## config.mk

```make
export PLATFORM = sky130hd
export DESIGN_NAME = skin_frame_sequencer
export DESIGN_NICKNAME = d
export VERILOG_FILES = /design/src/rtl/skin_pkg.sv /design/src/rtl/skin_frame_sequencer_pix_addr_counter.sv /design/src/rtl/skin_frame_sequencer.sv
export SDC_FILE = /design/constraint.sdc
export NUM_CORES = 1
export LEC_CHECK = 0
export BUFFER_PORTS_ARGS = -buffer_cell sky130_fd_sc_hd__buf_2
export CORE_MARGIN = 2
export CORE_UTILIZATION = 47
export CTS_CLUSTER_SIZE = 12
export DETAILED_ROUTE_END_ITERATION = 10
export PLACE_DENSITY = 0.72
export SETUP_SLACK_MARGIN = 0.02
export SKIP_CTS_REPAIR_TIMING = 1
export SYNTH_ARGS = -nofsm -noshare
export SYNTH_HDL_FRONTEND = slang
export SYNTH_SLANG_ARGS = --single-unit
```

## constraint.sdc

```tcl
create_clock -name clk -period 1.4 [get_ports clk]
set_input_delay 0.07 -clock clk [delete_from_list [all_inputs] [get_ports clk]]
set_output_delay 0.07 -clock clk [all_outputs]
set_load 0.005 [all_outputs]
```

## src/rtl/skin_pkg.sv

```systemverilog
// Shared definitions for the skin / background-difference frame sequencer:
// state encoding, default frame geometry and frame size derivation.
package skin_pkg;

  typedef enum logic [1:0] {
    ST_IDLE    = 2'd0,
    ST_SKIN    = 2'd1,
    ST_CAPTURE = 2'd2,
    ST_COMPARE = 2'd3
  } seq_state_t;

  localparam int DEF_FRAME_W = 160;
  localparam int DEF_FRAME_H = 120;
  localparam int DEF_ADDR_W  = 15;
  localparam int DEF_RD_LAT  = 1;

  function automatic int frame_pixels(input int w, input int h);
    return w * h;
  endfunction

endpackage

```

## src/rtl/skin_frame_sequencer_pix_addr_counter.sv

```systemverilog
// Saturating per-frame pixel counter. The sof pixel is address 0; the count
// saturates at FRAME_PIXELS so overflow stays asserted until the next sof.
module pix_addr_counter #(
  parameter int ADDR_W       = 15,
  parameter int FRAME_PIXELS = 19200
) (
  input  logic              clk,
  input  logic              rst,
  input  logic              en_i,
  input  logic              sof_i,
  output logic [ADDR_W-1:0] addr_o,
  output logic              last_o,
  output logic              overflow_o
);

  // One extra bit so the saturated value FRAME_PIXELS is representable even
  // when FRAME_PIXELS == 2**ADDR_W.
  localparam int CW = ADDR_W + 1;
  localparam logic [CW-1:0] FP_C   = CW'(FRAME_PIXELS);
  localparam logic [CW-1:0] LAST_C = CW'(FRAME_PIXELS - 1);

  logic [CW-1:0] cnt_q, cnt_d, cur_idx;

  always_comb begin
    cur_idx = sof_i ? '0 : cnt_q;
    cnt_d   = cnt_q;
    if (en_i) begin
      if (sof_i) begin
        cnt_d = CW'(1);
      end else if (cnt_q < FP_C) begin
        cnt_d = cnt_q + CW'(1);
      end
    end
  end

  assign addr_o     = cur_idx[ADDR_W-1:0];
  assign last_o     = (cur_idx == LAST_C);
  assign overflow_o = (cur_idx >= FP_C);

  always_ff @(posedge clk) begin
    if (rst) begin
      cnt_q <= '0;
    end else begin
      cnt_q <= cnt_d;
    end
  end

endmodule

```

## src/rtl/skin_frame_sequencer.sv

```systemverilog
// Frame-level sequencer: schedules background-capture / compare / skin frames
// and drives the background luma RAM strobes and the decider mode select.
module skin_frame_sequencer
  import skin_pkg::*;
#(
  parameter int FRAME_W = DEF_FRAME_W,
  parameter int FRAME_H = DEF_FRAME_H,
  parameter int ADDR_W  = DEF_ADDR_W,
  parameter int RD_LAT  = DEF_RD_LAT
) (
  input  logic              clk,
  input  logic              rst,
  input  logic              pix_valid_i,
  input  logic              pix_sof_i,
  input  logic              bg_mode_req_i,
  input  logic              recapture_i,
  output logic              bg_we_o,
  output logic              bg_re_o,
  output logic [ADDR_W-1:0] bg_addr_o,
  output logic              use_bg_o,
  output logic              cmp_valid_o,
  output logic              bg_ready_o,
  output logic              frame_done_o,
  output logic              err_short_o,
  output logic              err_long_o,
  output seq_state_t        state_o
);

  localparam int FRAME_PIXELS = frame_pixels(FRAME_W, FRAME_H);

  // Stream protocol: a pixel is transferred in every cycle pix_valid_i is high
  // (no backpressure); pix_sof_i is meaningful only together with pix_valid_i.
  seq_state_t           state_q, cur_state;
  logic                 recap_pend_q;
  logic                 bg_ready_q;
  logic                 err_short_q;
  logic                 err_long_q;
  logic                 frame_open_q;
  logic [RD_LAT-1:0]    cmp_sr_q;

  logic                 sof;
  logic                 active;
  logic                 cap_start;
  logic                 last;
  logic                 overflow;
  logic [ADDR_W-1:0]    addr;

  assign sof = pix_valid_i & pix_sof_i;

  // Frame type is decided on the sof pixel itself so that pixel already
  // carries the new frame's RAM strobes.
  always_comb begin
    cur_state = state_q;
    if (sof) begin
      if (!bg_mode_req_i) begin
        cur_state = ST_SKIN;
      end else if (!bg_ready_q || recap_pend_q) begin
        cur_state = ST_CAPTURE;
      end else begin
        cur_state = ST_COMPARE;
      end
    end
  end

  assign active    = pix_valid_i && (cur_state != ST_IDLE);
  assign cap_start = sof && (cur_state == ST_CAPTURE);

  pix_addr_counter #(
    .ADDR_W       (ADDR_W),
    .FRAME_PIXELS (FRAME_PIXELS)
  ) u_cnt (
    .clk        (clk),
    .rst        (rst),
    .en_i       (active),
    .sof_i      (sof),
    .addr_o     (addr),
    .last_o     (last),
    .overflow_o (overflow)
  );

  assign bg_we_o      = !rst && active && (cur_state == ST_CAPTURE) && !overflow;
  assign bg_re_o      = !rst && active && (cur_state == ST_COMPARE) && !overflow;
  assign frame_done_o = !rst && active && last;
  assign bg_addr_o    = addr;

  always_ff @(posedge clk) begin
    if (rst) begin
      state_q      <= ST_IDLE;
      recap_pend_q <= 1'b0;
      bg_ready_q   <= 1'b0;
      err_short_q  <= 1'b0;
      err_long_q   <= 1'b0;
      frame_open_q <= 1'b0;
      cmp_sr_q     <= '0;
    end else begin
      state_q      <= cur_state;
      recap_pend_q <= (recap_pend_q && !cap_start) || recapture_i;
      if (cap_start) begin
        bg_ready_q <= 1'b0;
      end
      if (active && last && (cur_state == ST_CAPTURE)) begin
        bg_ready_q <= 1'b1;
      end
      if (sof && frame_open_q) begin
        err_short_q <= 1'b1;
      end
      if (active && overflow) begin
        err_long_q <= 1'b1;
      end
      if (sof) begin
        frame_open_q <= 1'b1;
      end
      if (active && last) begin
        frame_open_q <= 1'b0;
      end
      cmp_sr_q <= (cmp_sr_q << 1) | RD_LAT'(bg_re_o);
    end
  end

  assign use_bg_o    = (state_q == ST_COMPARE);
  assign cmp_valid_o = cmp_sr_q[RD_LAT-1];
  assign bg_ready_o  = bg_ready_q;
  assign err_short_o = err_short_q;
  assign err_long_o  = err_long_q;
  assign state_o     = state_q;

endmodule

```

==> metrics.md, run 1 <==
| Metric | Value |
|---|---|
| Rows | `19` |
| Combinational Power Share | `13.4%` |
| Yosys warning total | `0` |
| Core ar. | `2710 um^2` |
| Overflow after GRT | `0` |
| Clock Sinks | `24` |
| Measured slew at the worst slew-check pin | `0.4352 ns` |
| Final ANT Viol Nets | `0` |
| Setup crit start kind | `flip-flop` |
| Vias in the first global route | `1347` |
| Slew HR | `70.92%` |
| DIE WIDTH | `56.77 um` |
| Cell taking the most area after synthesis | `dfxtp_1` |
| Critical path fanouts, max | `12` |
| Fin. max-slew vios | `0` |
| Die Span Y | `56.77 um` |
| Synthesized area | `about 1300 um^2` |
| Area contributors post-synth | `dfxtp_1 (37%), and2_1 (8.6%), a21oi_1 (6.9%)` |
| Via/cell ratio | `5.875` |
| Die area | `roughly 3200 um^2` |
| Drc violations | `0` |
| Failing checks | `setup timing` |
| Clock Skew | `0.004407 ns` |
| TritonCTS Buffers | `3` |
| Synth Register Bits | `24` |
| Post-Syn Instances | `156` |
| HP Class | `input port to flip-flop` |
| CTS root buffer | `clkbuf_4` |
| Gp weighted congestion | `0.8952` |
| Syn Nets | `163` |
| Clock latency on the worst-skew pair | `0.31 ns` |
| Worst Path Arrival | `between 2 and 2.5 ns` |
| Max IR drop VDD | `527.7 uV` |
| P&R area growth vs syn | `55.93%` |
| Placed wire-length estimate | `2653 um` |
| Sequential Power Share | `56.6%` |
| Leakage Power | `about 0.82 nW` |
| Post-DP Area | `1775 um^2` |
| First-pass GRT wire length | `5796 um` |
| Num ports | `31` |
| Clk pwr share | `30.0%` |
| Top-area cell type share of the netlist area | `36.71%` |
| Initial core utilization | `48.29%` |
| Pre-CTS setup slack | `-0.3096 ns` |
| Final-report hold violation count | `0` |
| Worst setup margin | `-0.3769 ns` |
| Largest net degree at the start of global routing | `25` |
| H-tree levels | `1` |
| Via count | `between 1500 and 2000` |
| Share of cells above drive strength 1 | `roughly half` |
| Post-Route Setup TNS | `-3.503 ns` |
| Period utilisation layout | `126.9%` |
| Post-layout net count | `233` |
| P per Cell Area | `605.7 nW/um^2` |
| Clock Pin Slew Worst Setup and Hold Paths | `0.13 ns` |
| Post-route cell area | `2041 um^2` |
| Register area share after synthesis | `36.71%` |
| Distinct cells, synth | `42` |
| # setup viols final | `15` |
| Final Routed Wirelength | `between 3000 and 4000 um` |
| Wire per inst | `around 15 um` |
| Fmax | `562.8 MHz` |
| P_int | `between 0.9 and 1 mW` |
| Sw Ratio | `25.13%` |
| Status | `finished with violations` |
| All-Layer GR Usage | `22.55%` |
| ANT cells | `0` |
| Clock Path Buffers | `2` |
| Max-capacitance violation count | `0` |
| CP Class | `flip-flop to flip-flop` |
| CTS tree | `yes` |
| Initial antenna violation count | `0` |
| Crit end category | `flip-flop` |
| Minimum clock period | `1.777 ns` |
| RSZ-0062 raised after global routing | `true` |
| Sw power | `0.3106 mW` |
| Syn Area/Cell | `8.389 um^2` |
| DR iter-0 viols | `61` |
| TritonRoute pass-1 iters | `4` |
| Number of I/O port buffers | `30` |
| Critical Path RT | `1.64 ns` |
==> through the flow <==
| stage | util (%) | hold slack [ns] | cells | total power [mW] |
|---|---|---|---|---|
| 6_report | 75.30 | 0.07299 | 256 | 1.236 |
| 4_1_cts | 66.85 | -0.01448 | 249 | 1.237 |
| 5_1_grt | 75.30 | 0.08462 | 256 | 1.288 |
| 3_5_place_dp | 65.51 | 0.3156 | 245 | 0.8679 |
| 3_3_place_gp | 65.51 | 0.2795 | 245 | 0.8634 |
| 2_1_floorplan | - | 0.1874 | 156 | 0.7967 |
==> synthesized netlist by cell type (all sizes together) <==
| master | n |
|---|---|
| a31oi | 1 |
| nor3b | 1 |
| inv | 2 |
| nand4 | 4 |
| nor4b | 2 |
| clkbuf | 4 |
| a311oi | 1 |
| mux2i | 1 |
| ha | 1 |
| a211oi | 1 |
| a21boi | 3 |
| a41o | 1 |
| nand2b | 3 |
| nand3b | 1 |
| nand2 | 9 |
| or3 | 2 |
| nor4 | 1 |
| or4 | 9 |
| o21bai | 1 |
| o2111ai | 2 |
| nand3 | 6 |
| nor3 | 1 |
| and4b | 2 |
| o21a | 2 |
| a21bo | 2 |
| o31ai | 10 |
| o21ai | 5 |
| dfxtp | 24 |
| buf | 4 |
| and2 | 19 |
| and3 | 2 |
| a21oi | 18 |
| nor2 | 9 |
| a31o | 1 |
| o21ba | 1 |
==> path summary, 6_finish.rpt <==
path                                      start              end  depth (start not counted)  slack [ns]
worst max-delay path            u_cnt.cnt_q[10]  u_cnt.cnt_q[11]                          6       -0.38
worst min register to register       err_long_o       err_long_o                          2        0.46
worst min-delay path                        rst       state_o[0]                          2        0.07
worst max register to register  u_cnt.cnt_q[10]  u_cnt.cnt_q[11]                          6       -0.38
==> worst max-delay path, cell delays in order (launching register included) <==
cell and delay (ns):
dfxtp_2 0.35, buf_6 0.11, a211oi_4 0.23, buf_4 0.18, a21boi_4 0.12, or4_1 0.52
a21oi_1 0.19
==> sequential cells by signal, indices dropped and copies added, names as in the netlist <==
signal        cells
bg_ready_o        1
cmp_valid_o       1
err_long_o        1
err_short_o       1
frame_open_q      1
recap_pend_q      1
state_o           2
u_cnt.cnt_q      16
==> power by group through the flow <==
stage / logic, mW / clock network, mW / registers (mW)
floorplan: 0.0771 / 0 / 0.720
global placement: 0.145 / 0 / 0.718
detailed placement: 0.149 / 0 / 0.719
CTS: 0.150 / 0.383 / 0.704
global route: 0.180 / 0.406 / 0.702
finish: 0.165 / 0.371 / 0.700
==> routing by layer <==
| layer | up-vias | global-route usage [%] | share of wire [%] |
|---|---|---|---|
| met5 | - | 0 | 0 |
| met4 | 0 | 9.302 | 1.2 |
| met3 | 10 | 2.765 | 5.3 |
| met2 | 52 | 37.71 | 50 |
| met1 | 716 | 29.22 | 44 |
| li1 | 726 | - | - |
==> cell usage in the layout, fill, tap and decap left out, types with 4 or more instances in the layout <==
master	Yosys	final
and2_1	18	15
or4_1	9	9
dfxtp_2	0	8
nor2_1	9	8
nand3_1	6	5
buf_4	0	39
buf_2	3	30
nand4_1	4	4
dfxtp_1	24	13
o31ai_1	10	10
nand2_1	9	9
a21oi_1	18	16
==> area by class of cell <==
| cell class | count | area [um^2] |
|---|---|---|
| inverters | 2 | 7.507 |
| flip-flops and latches | 24 | 501.7 |
| fillers | 201 | 669.4 |
| repair buffers | 72 | 475.5 |
| well taps | 31 | 38.79 |
| multi-input cells | 123 | 980.9 |
| clock buffers | 4 | 36.28 |
==> logic make-up after synthesis <==
family,after synthesis,share of synthesized area [%]
multiplexers,1,0.7648
adder cells (fa/ha/maj),1,0.9559
buffers and inverters,10,3.728
AND/OR/NAND/NOR,71,31.93
flip-flops,24,36.71
AO/OA/AOI/OAI,49,25.91
(Power assumes the default switching activity.)
==> run 2, diff against run 1 <==
--- a/config.mk
+++ b/config.mk
@@ -7,10 +7,10 @@
 export LEC_CHECK = 0
 export BUFFER_PORTS_ARGS = -buffer_cell sky130_fd_sc_hd__buf_2
 export CORE_MARGIN = 2
-export CORE_UTILIZATION = 47
+export CORE_UTILIZATION = 51
 export CTS_CLUSTER_SIZE = 12
 export DETAILED_ROUTE_END_ITERATION = 10
-export PLACE_DENSITY = 0.72
+export PLACE_DENSITY = 0.74
 export SETUP_SLACK_MARGIN = 0.02
 export SKIP_CTS_REPAIR_TIMING = 1
 export SYNTH_ARGS = -nofsm -noshare
==> constraint.sdc (replaced) <==
create_clock -name clk -period 2 [get_ports clk]
set_input_delay 0.1 -clock clk [delete_from_list [all_inputs] [get_ports clk]]
set_output_delay 0.1 -clock clk [all_outputs]
set_load 0.005 [all_outputs]
==> run 2 against run 1 <==
Compared with the run above: the flow now finishes without violations; worst hold slack got worse by 0.072 ns; critical path depth fell by 1; setup slack improved by 0.51 ns; via count fell by 13%; combinational power fell by 53%; non-clock buffer count fell by 40; sequential power fell by 29%; die area fell by 7.3%; clock skew rose by 0.0018 ns; clock power fell by 45%; utilization fell by 13 points; register-to-register slack improved by 0.61 ns; critical path type is now flip-flop to primary output; largest power group unchanged; highest routed layer unchanged.
==> metrics.md, run 2 (synthesized netlist as in run 1, its figures left out) <==
| Metric | Value |
|---|---|
| Status | `finished clean` |
| H-tree levels | `1 (unchanged)` |
| Slew HR | `60.26% (-11 points)` |
| P per Cell Area | `509.9 nW/um^2 (-16%)` |
| First-pass GRT wire length | `4919 um (-15%)` |
| HP Class | `input port to flip-flop` |
| Hold Path Cell Cnt | `3 (+1)` |
| Clock Pin Slew Worst Setup and Hold Paths | `0.12 ns (about the same)` |
| Clock Path Buffers | `2 (unchanged)` |
| Placed wire-length estimate | `2249 um (-15%)` |
| Leakage Power | `0.5914 nW (-28%)` |
| Core ar. | `2455 um^2 (-9.4%)` |
| DR iter-0 viols | `20 (-67%)` |
| TritonCTS Buffers | `3 (unchanged)` |
| Vias in the first global route | `1108 (-18%)` |
| Critical Path RT | `1.90 ns (+0.26 ns)` |
| Worst Path Arrival | `1.77 ns (-0.24 ns)` |
| Final-report hold violation count | `0 (unchanged)` |
| P&R area growth vs syn | `16.06%` |
| Period utilisation layout | `about 93%` |
| Fin util | `61.88% (-13 points)` |
| Minimum clock period | `1.869 ns` |
| # setup viols final | `0 (-15)` |
| Initial core utilization | `53.31% (+5.0 points)` |
| Largest net degree at the start of global routing | `25 (unchanged)` |
| Largest register by flop count | `u_cnt.cnt_q` |
| Rows | `18 (-1)` |
| Pre-CTS setup slack | `0.1966 ns (+0.5062 ns)` |
| Commonest non-fill, non-tap cell in the layout | `buf_2` |
| CTS tree | `yes` |
| All-Layer GR Usage | `22.39% (-0.16 points)` |
| Met3 wire length | `179 um (-13%)` |
| Max IR drop VDD | `452.4 uV (-14%)` |
| RSZ-0062 raised after global routing | `true` |
| Via/cell ratio | `6.150 (+4.7%)` |
| Die Span Y | `54.66 um (-3.7%)` |
| Max-capacitance violation count | `0 (unchanged)` |
| Most frequent cells in the layout | `buf_2 (30), dfxtp_1 (21), and2_1 (18), a21oi_1 (18), o31ai_1 (10)` |
| Critical path fanouts, max | `6 (-6)` |
| Met1 Routed Length | `1391 um (-18%)` |
| Via count | `1310 (-13%)` |
| Fmax | `535.1 MHz` |
| Clock latency on the worst-skew pair | `0.30 ns (about the same)` |
| CTS root buffer | `clkbuf_4` |
| CP Class | `flip-flop to primary output` |
| Initial antenna violation count | `0 (unchanged)` |
| Power Total | `0.7746 mW (-37%)` |
| Final ANT Viol Nets | `0 (unchanged)` |
| Routed wl met2 | `1548 um (-20%)` |
| Measured slew at the worst slew-check pin | `0.5955 ns (+0.1604 ns)` |
| Overflow after GRT | `0 (unchanged)` |
| Wire per inst | `14.76 um (-2.6%)` |
| Drc violations | `0 (unchanged)` |
| Top sig layer | `met4` |
| Setup crit start kind | `flip-flop` |
| Die area | `2987 um^2 (-7.3%)` |
| Post-layout net count | `192 (-18%)` |
| R2R cell count | `4 (-2)` |
| Share of cells above drive strength 1 | `26.78% (-24 points)` |
| Crit end category | `primary output` |
| Worst setup margin | `0.1311 ns (+0.5080 ns)` |
| Clock Skew | `0.006186 ns (+0.001778 ns)` |
| Gp weighted congestion | `0.7825 (-13%)` |
| Hold_ws | `0.0007299 ns (-0.07226 ns)` |
| DIE WIDTH | `54.66 um (-3.7%)` |
| Fin. max-slew vios | `0 (unchanged)` |
| Final Routed Wirelength | `3143 um (-19%)` |
| Clock Sinks | `24 (unchanged)` |
| Number of I/O port buffers | `30 (unchanged)` |
| TritonRoute pass-1 iters | `4 (unchanged)` |
| ANT cells | `0 (unchanged)` |
| Num ports | `31 (unchanged)` |
| Max FFs per register | `16 (unchanged)` |
## run 2: layout make-up
| cell class | count | area [um^2] |
|---|---|---|
| clock buffer | 3 | 22.52 |
| fill | 247 | 935.9 |
| inverter | 2 | 7.507 |
| multi-input combinational | 122 | 802.0 |
| sequential | 24 | 484.2 |
| tap | 30 | 37.54 |
| timing repair buffer | 32 | 165.2 |
## run 2: where the power goes
group | switching, mW | internal (mW)
clock network | 0.133 | 0.0703
logic | 0.0475 | 0.0297
registers | 0.00750 | 0.487
## run 2: path summary, 6_finish.rpt
| check | start | end | slack, ns |
|---|---|---|---|
| hold reg to reg | err_long_o | err_long_o | 0.46 |
| setup / recovery | u_cnt.cnt_q[13] | frame_done_o | 0.13 |
| hold / removal | recapture_i | recap_pend_q | 0.0007 |
| setup reg to reg | u_cnt.cnt_q[10] | u_cnt.cnt_q[11] | 0.23 |
## run 2: layer usage
layer	track usage, %	up-vias
met5	0	-
met4	5.833	0
met3	2.459	4
met2	41.07	46
met1	27.24	621
li1	-	639
## run 2: critical path, cell delays in order (launching register included)
cell and delay (ns):
dfxtp_1 0.39, nor4b_2 0.30, nand4_1 0.14, or3_4 0.42, nor2_1 0.10, buf_2 0.12
## run 2: metrics by stage
step	area [um^2]	TNS, ns	instances
2_1_floorplan	1309	0	156
3_5_place_dp	1470	0	210
5_1_grt	1519	0	213
6_report	1519	0	213
3_3_place_gp	1470	0	210
4_1_cts	1493	-0.08890	213
==> run 3, diff against run 2 <==
--- a/config.mk
+++ b/config.mk
@@ -6,11 +6,12 @@
 export NUM_CORES = 1
 export LEC_CHECK = 0
 export BUFFER_PORTS_ARGS = -buffer_cell sky130_fd_sc_hd__buf_2
+export CAP_MARGIN = 30
 export CORE_MARGIN = 2
-export CORE_UTILIZATION = 51
-export CTS_CLUSTER_SIZE = 12
+export CORE_UTILIZATION = 52
+export CTS_CLUSTER_SIZE = 24
 export DETAILED_ROUTE_END_ITERATION = 10
-export PLACE_DENSITY = 0.74
+export PLACE_DENSITY = 0.76
 export SETUP_SLACK_MARGIN = 0.02
 export SKIP_CTS_REPAIR_TIMING = 1
 export SYNTH_ARGS = -nofsm -noshare
==> run 3 against run 2 <==
Compared with the run above: non-clock buffer count is the same; clock-buffer cell count rose by 1; sequential share of layout area is 0.22 points lower; critical path type unchanged; maximum frequency increased by 0.37%; the run now ends with hold timing left; first-iteration DRC count is 40% higher; largest power group unchanged; critical endpoint is now bg_we_o; highest routed layer unchanged.
==> metrics.md, run 3 (synthesized netlist as in run 1, its figures left out) <==
| Metric | Value |
|---|---|
| Via/cell ratio | `6.005 (-2.4%)` |
| All-Layer GR Usage | `21.38% (-1.0 points)` |
| FILL cells | `222 (-10%)` |
| Crit end category | `primary output` |
| Hold_ws | `-0.01161 ns (-0.01234 ns)` |
| Fin. max-slew vios | `0 (unchanged)` |
| Core ar. | `2432 um^2 (-0.92%)` |
| Max-capacitance violation count | `0 (unchanged)` |
| Placed wire-length estimate | `2079 um (-7.6%)` |
| Final-report hold violation count | `1 (+1)` |
| Clock Pin Slew Worst Setup and Hold Paths | `0.13 ns (about the same)` |
| P per Cell Area | `543.9 nW/um^2 (+6.7%)` |
| R2R setup slack | `0.28 ns (+0.05 ns)` |
| Clock Sinks | `24 (unchanged)` |
| Initial antenna violation count | `0 (unchanged)` |
| Minimum clock period | `1.862 ns (-0.006911 ns)` |
| Clock Skew | `0.002668 ns (-0.003517 ns)` |
| R2R cell count | `4 (unchanged)` |
| Source of the worst register-to-register timing path | `u_cnt.cnt_q[12]` |
| Hold Path Cell Cnt | `3 (unchanged)` |
| Most frequent cells in the layout | `buf_2 (30), dfxtp_1 (23), and2_1 (18), a21oi_1 (18), o31ai_1 (10)` |
| Critical Path RT | `1.90 ns (about the same)` |
| Measured slew at the worst slew-check pin | `0.5379 ns (-0.05765 ns)` |
| DR iter-0 viols | `28 (+40%)` |
| Largest net degree at the start of global routing | `25 (unchanged)` |
| Post-route cell area | `1521 um^2 (+0.16%)` |
| Period utilisation layout | `93.10% (-0.35 points)` |
| Die area | `2934 um^2 (-1.8%)` |
| Drc violations | `0 (unchanged)` |
| Largest register by flop count | `u_cnt.cnt_q` |
| Post-DP Area | `1470 um^2 (unchanged)` |
| Status | `finished with violations` |
| Post-Route Setup TNS | `0 ns (unchanged)` |
| TritonCTS Buffers | `3 (unchanged)` |
| HP Start | `recapture_i` |
| TritonRoute pass-1 iters | `7 (+3)` |
| P&R area growth vs syn | `16.25%` |
| HP Class | `input port to flip-flop` |
| Finished Layout Cells | `214 (+0.47%)` |
| Rows | `18 (unchanged)` |
| CTS root buffer | `clkbuf_4` |
| Via count | `1285 (-1.9%)` |
| Commonest non-fill, non-tap cell in the layout | `buf_2` |
| DIE WIDTH | `54.17 um (-0.89%)` |
| Die Span Y | `54.17 um (-0.89%)` |
| Max FFs per register | `16 (unchanged)` |
| Final ANT Viol Nets | `0 (unchanged)` |
| Overflow after GRT | `0 (unchanged)` |
| Final Routed Wirelength | `2867 um (-8.8%)` |
| H-tree levels | `1 (unchanged)` |
| Share of cells above drive strength 1 | `25.00% (-1.8 points)` |
| Clock latency on the worst-skew pair | `0.31 ns (about the same)` |
| Gp weighted congestion | `0.8030 (+2.6%)` |
| Reg-to-reg endpoint | `u_cnt.cnt_q[7]` |
| # setup viols final | `0 (unchanged)` |
| Initial core utilization | `53.81% (+0.49 points)` |
| CP Class | `flip-flop to primary output` |
| Num ports | `31 (unchanged)` |
| Setup crit start kind | `flip-flop` |
| Wire per inst | `13.40 um (-9.2%)` |
| Clock Path Buffers | `2 (unchanged)` |
| WHS Endpoint | `recap_pend_q` |
| Inst Count DP | `210 (unchanged)` |
| Vias in the first global route | `1053 (-5.0%)` |
| Max IR drop VDD | `330.1 uV (-27%)` |
| Slew HR | `64.05% (+3.8 points)` |
| Worst Path Arrival | `1.76 ns (about the same)` |
| Post-layout net count | `192 (unchanged)` |
| CTS tree | `yes` |
| ANT cells | `0 (unchanged)` |
| Failing checks | `hold timing` |
| Critical path fanouts, max | `24 (+18)` |
| Fmax | `537.1 MHz (+0.37%)` |
| Number of I/O port buffers | `30 (unchanged)` |
| First-pass GRT wire length | `4664 um (-5.2%)` |
| RSZ-0062 raised after global routing | `false` |
| Leakage Power | `0.5962 nW (+0.83%)` |
[run 3: final cells by class]
type | count | area [um^2] | share of cell area (%)
multi-input combinational | 122 | 793.3 | 52.14
inverter | 2 | 7.507 | 0.4934
timing repair buffer | 32 | 165.2 | 10.86
tap | 30 | 37.54 | 2.467
clock buffer | 4 | 36.28 | 2.385
sequential | 24 | 481.7 | 31.66
[run 3: how the worst max path moves through the flow]
| stage | from | endpoint | slack, ns | depth (start not counted) |
|---|---|---|---|---|
| 2_1_floorplan | u_cnt.cnt_q[11] | u_cnt.cnt_q[6] | 0.48 | 5 |
| 3_3_place_gp | u_cnt.cnt_q[11] | u_cnt.cnt_q[14] | 0.33 | 4 |
| 3_5_place_dp | u_cnt.cnt_q[14] | u_cnt.cnt_q[14] | 0.25 | 4 |
| 4_1_cts | u_cnt.cnt_q[14] | bg_we_o | -0.04 | 4 |
| 5_1_grt | u_cnt.cnt_q[12] | frame_done_o | 0.03 | 5 |
| 6_report | u_cnt.cnt_q[14] | bg_we_o | 0.14 | 4 |
[run 3: worst max-delay path: stages, from the launching register on]
cell	delay (ns)
dfxtp_1	0.37
a21boi_1	0.29
a21boi_4	0.54
nor3_1	0.10
buf_2	0.15
[run 3: power breakdown]
group	total (mW)	switching (mW)	internal, mW	leakage (nW)
Sequential	0.494	0.00731	0.487	0.195
Combinational	0.0761	0.0463	0.0299	0.380
Clock	0.257	0.146	0.111	0.0210
[run 3: metrics by stage]
| step | setup WS, ns | utilization [%] | total power [mW] | hold WS [ns] |
|---|---|---|---|---|
| 2_1_floorplan | 0.4758 | - | 0.5536 | 0.2174 |
| 3_3_place_gp | 0.3313 | 60.44 | 0.5784 | 0.3098 |
| 3_5_place_dp | 0.2481 | 60.44 | 0.5806 | 0.3172 |
| 4_1_cts | -0.03685 | 61.93 | 0.8348 | -0.01639 |
| 5_1_grt | 0.02948 | 62.55 | 0.8545 | 0.02641 |
| 6_report | 0.1381 | 62.55 | 0.8275 | -0.01161 |
[run 3: routing by layer]
| metal | vias to the layer above | global-route usage (%) | share of wire [%] |
|---|---|---|---|
| met5 | - | 0 | 0 |
| met4 | 0 | 5.833 | 0.94 |
| met3 | 4 | 2.778 | 4.4 |
| met2 | 34 | 37.55 | 48 |
| met1 | 603 | 27.16 | 46 |
| li1 | 644 | - | - |
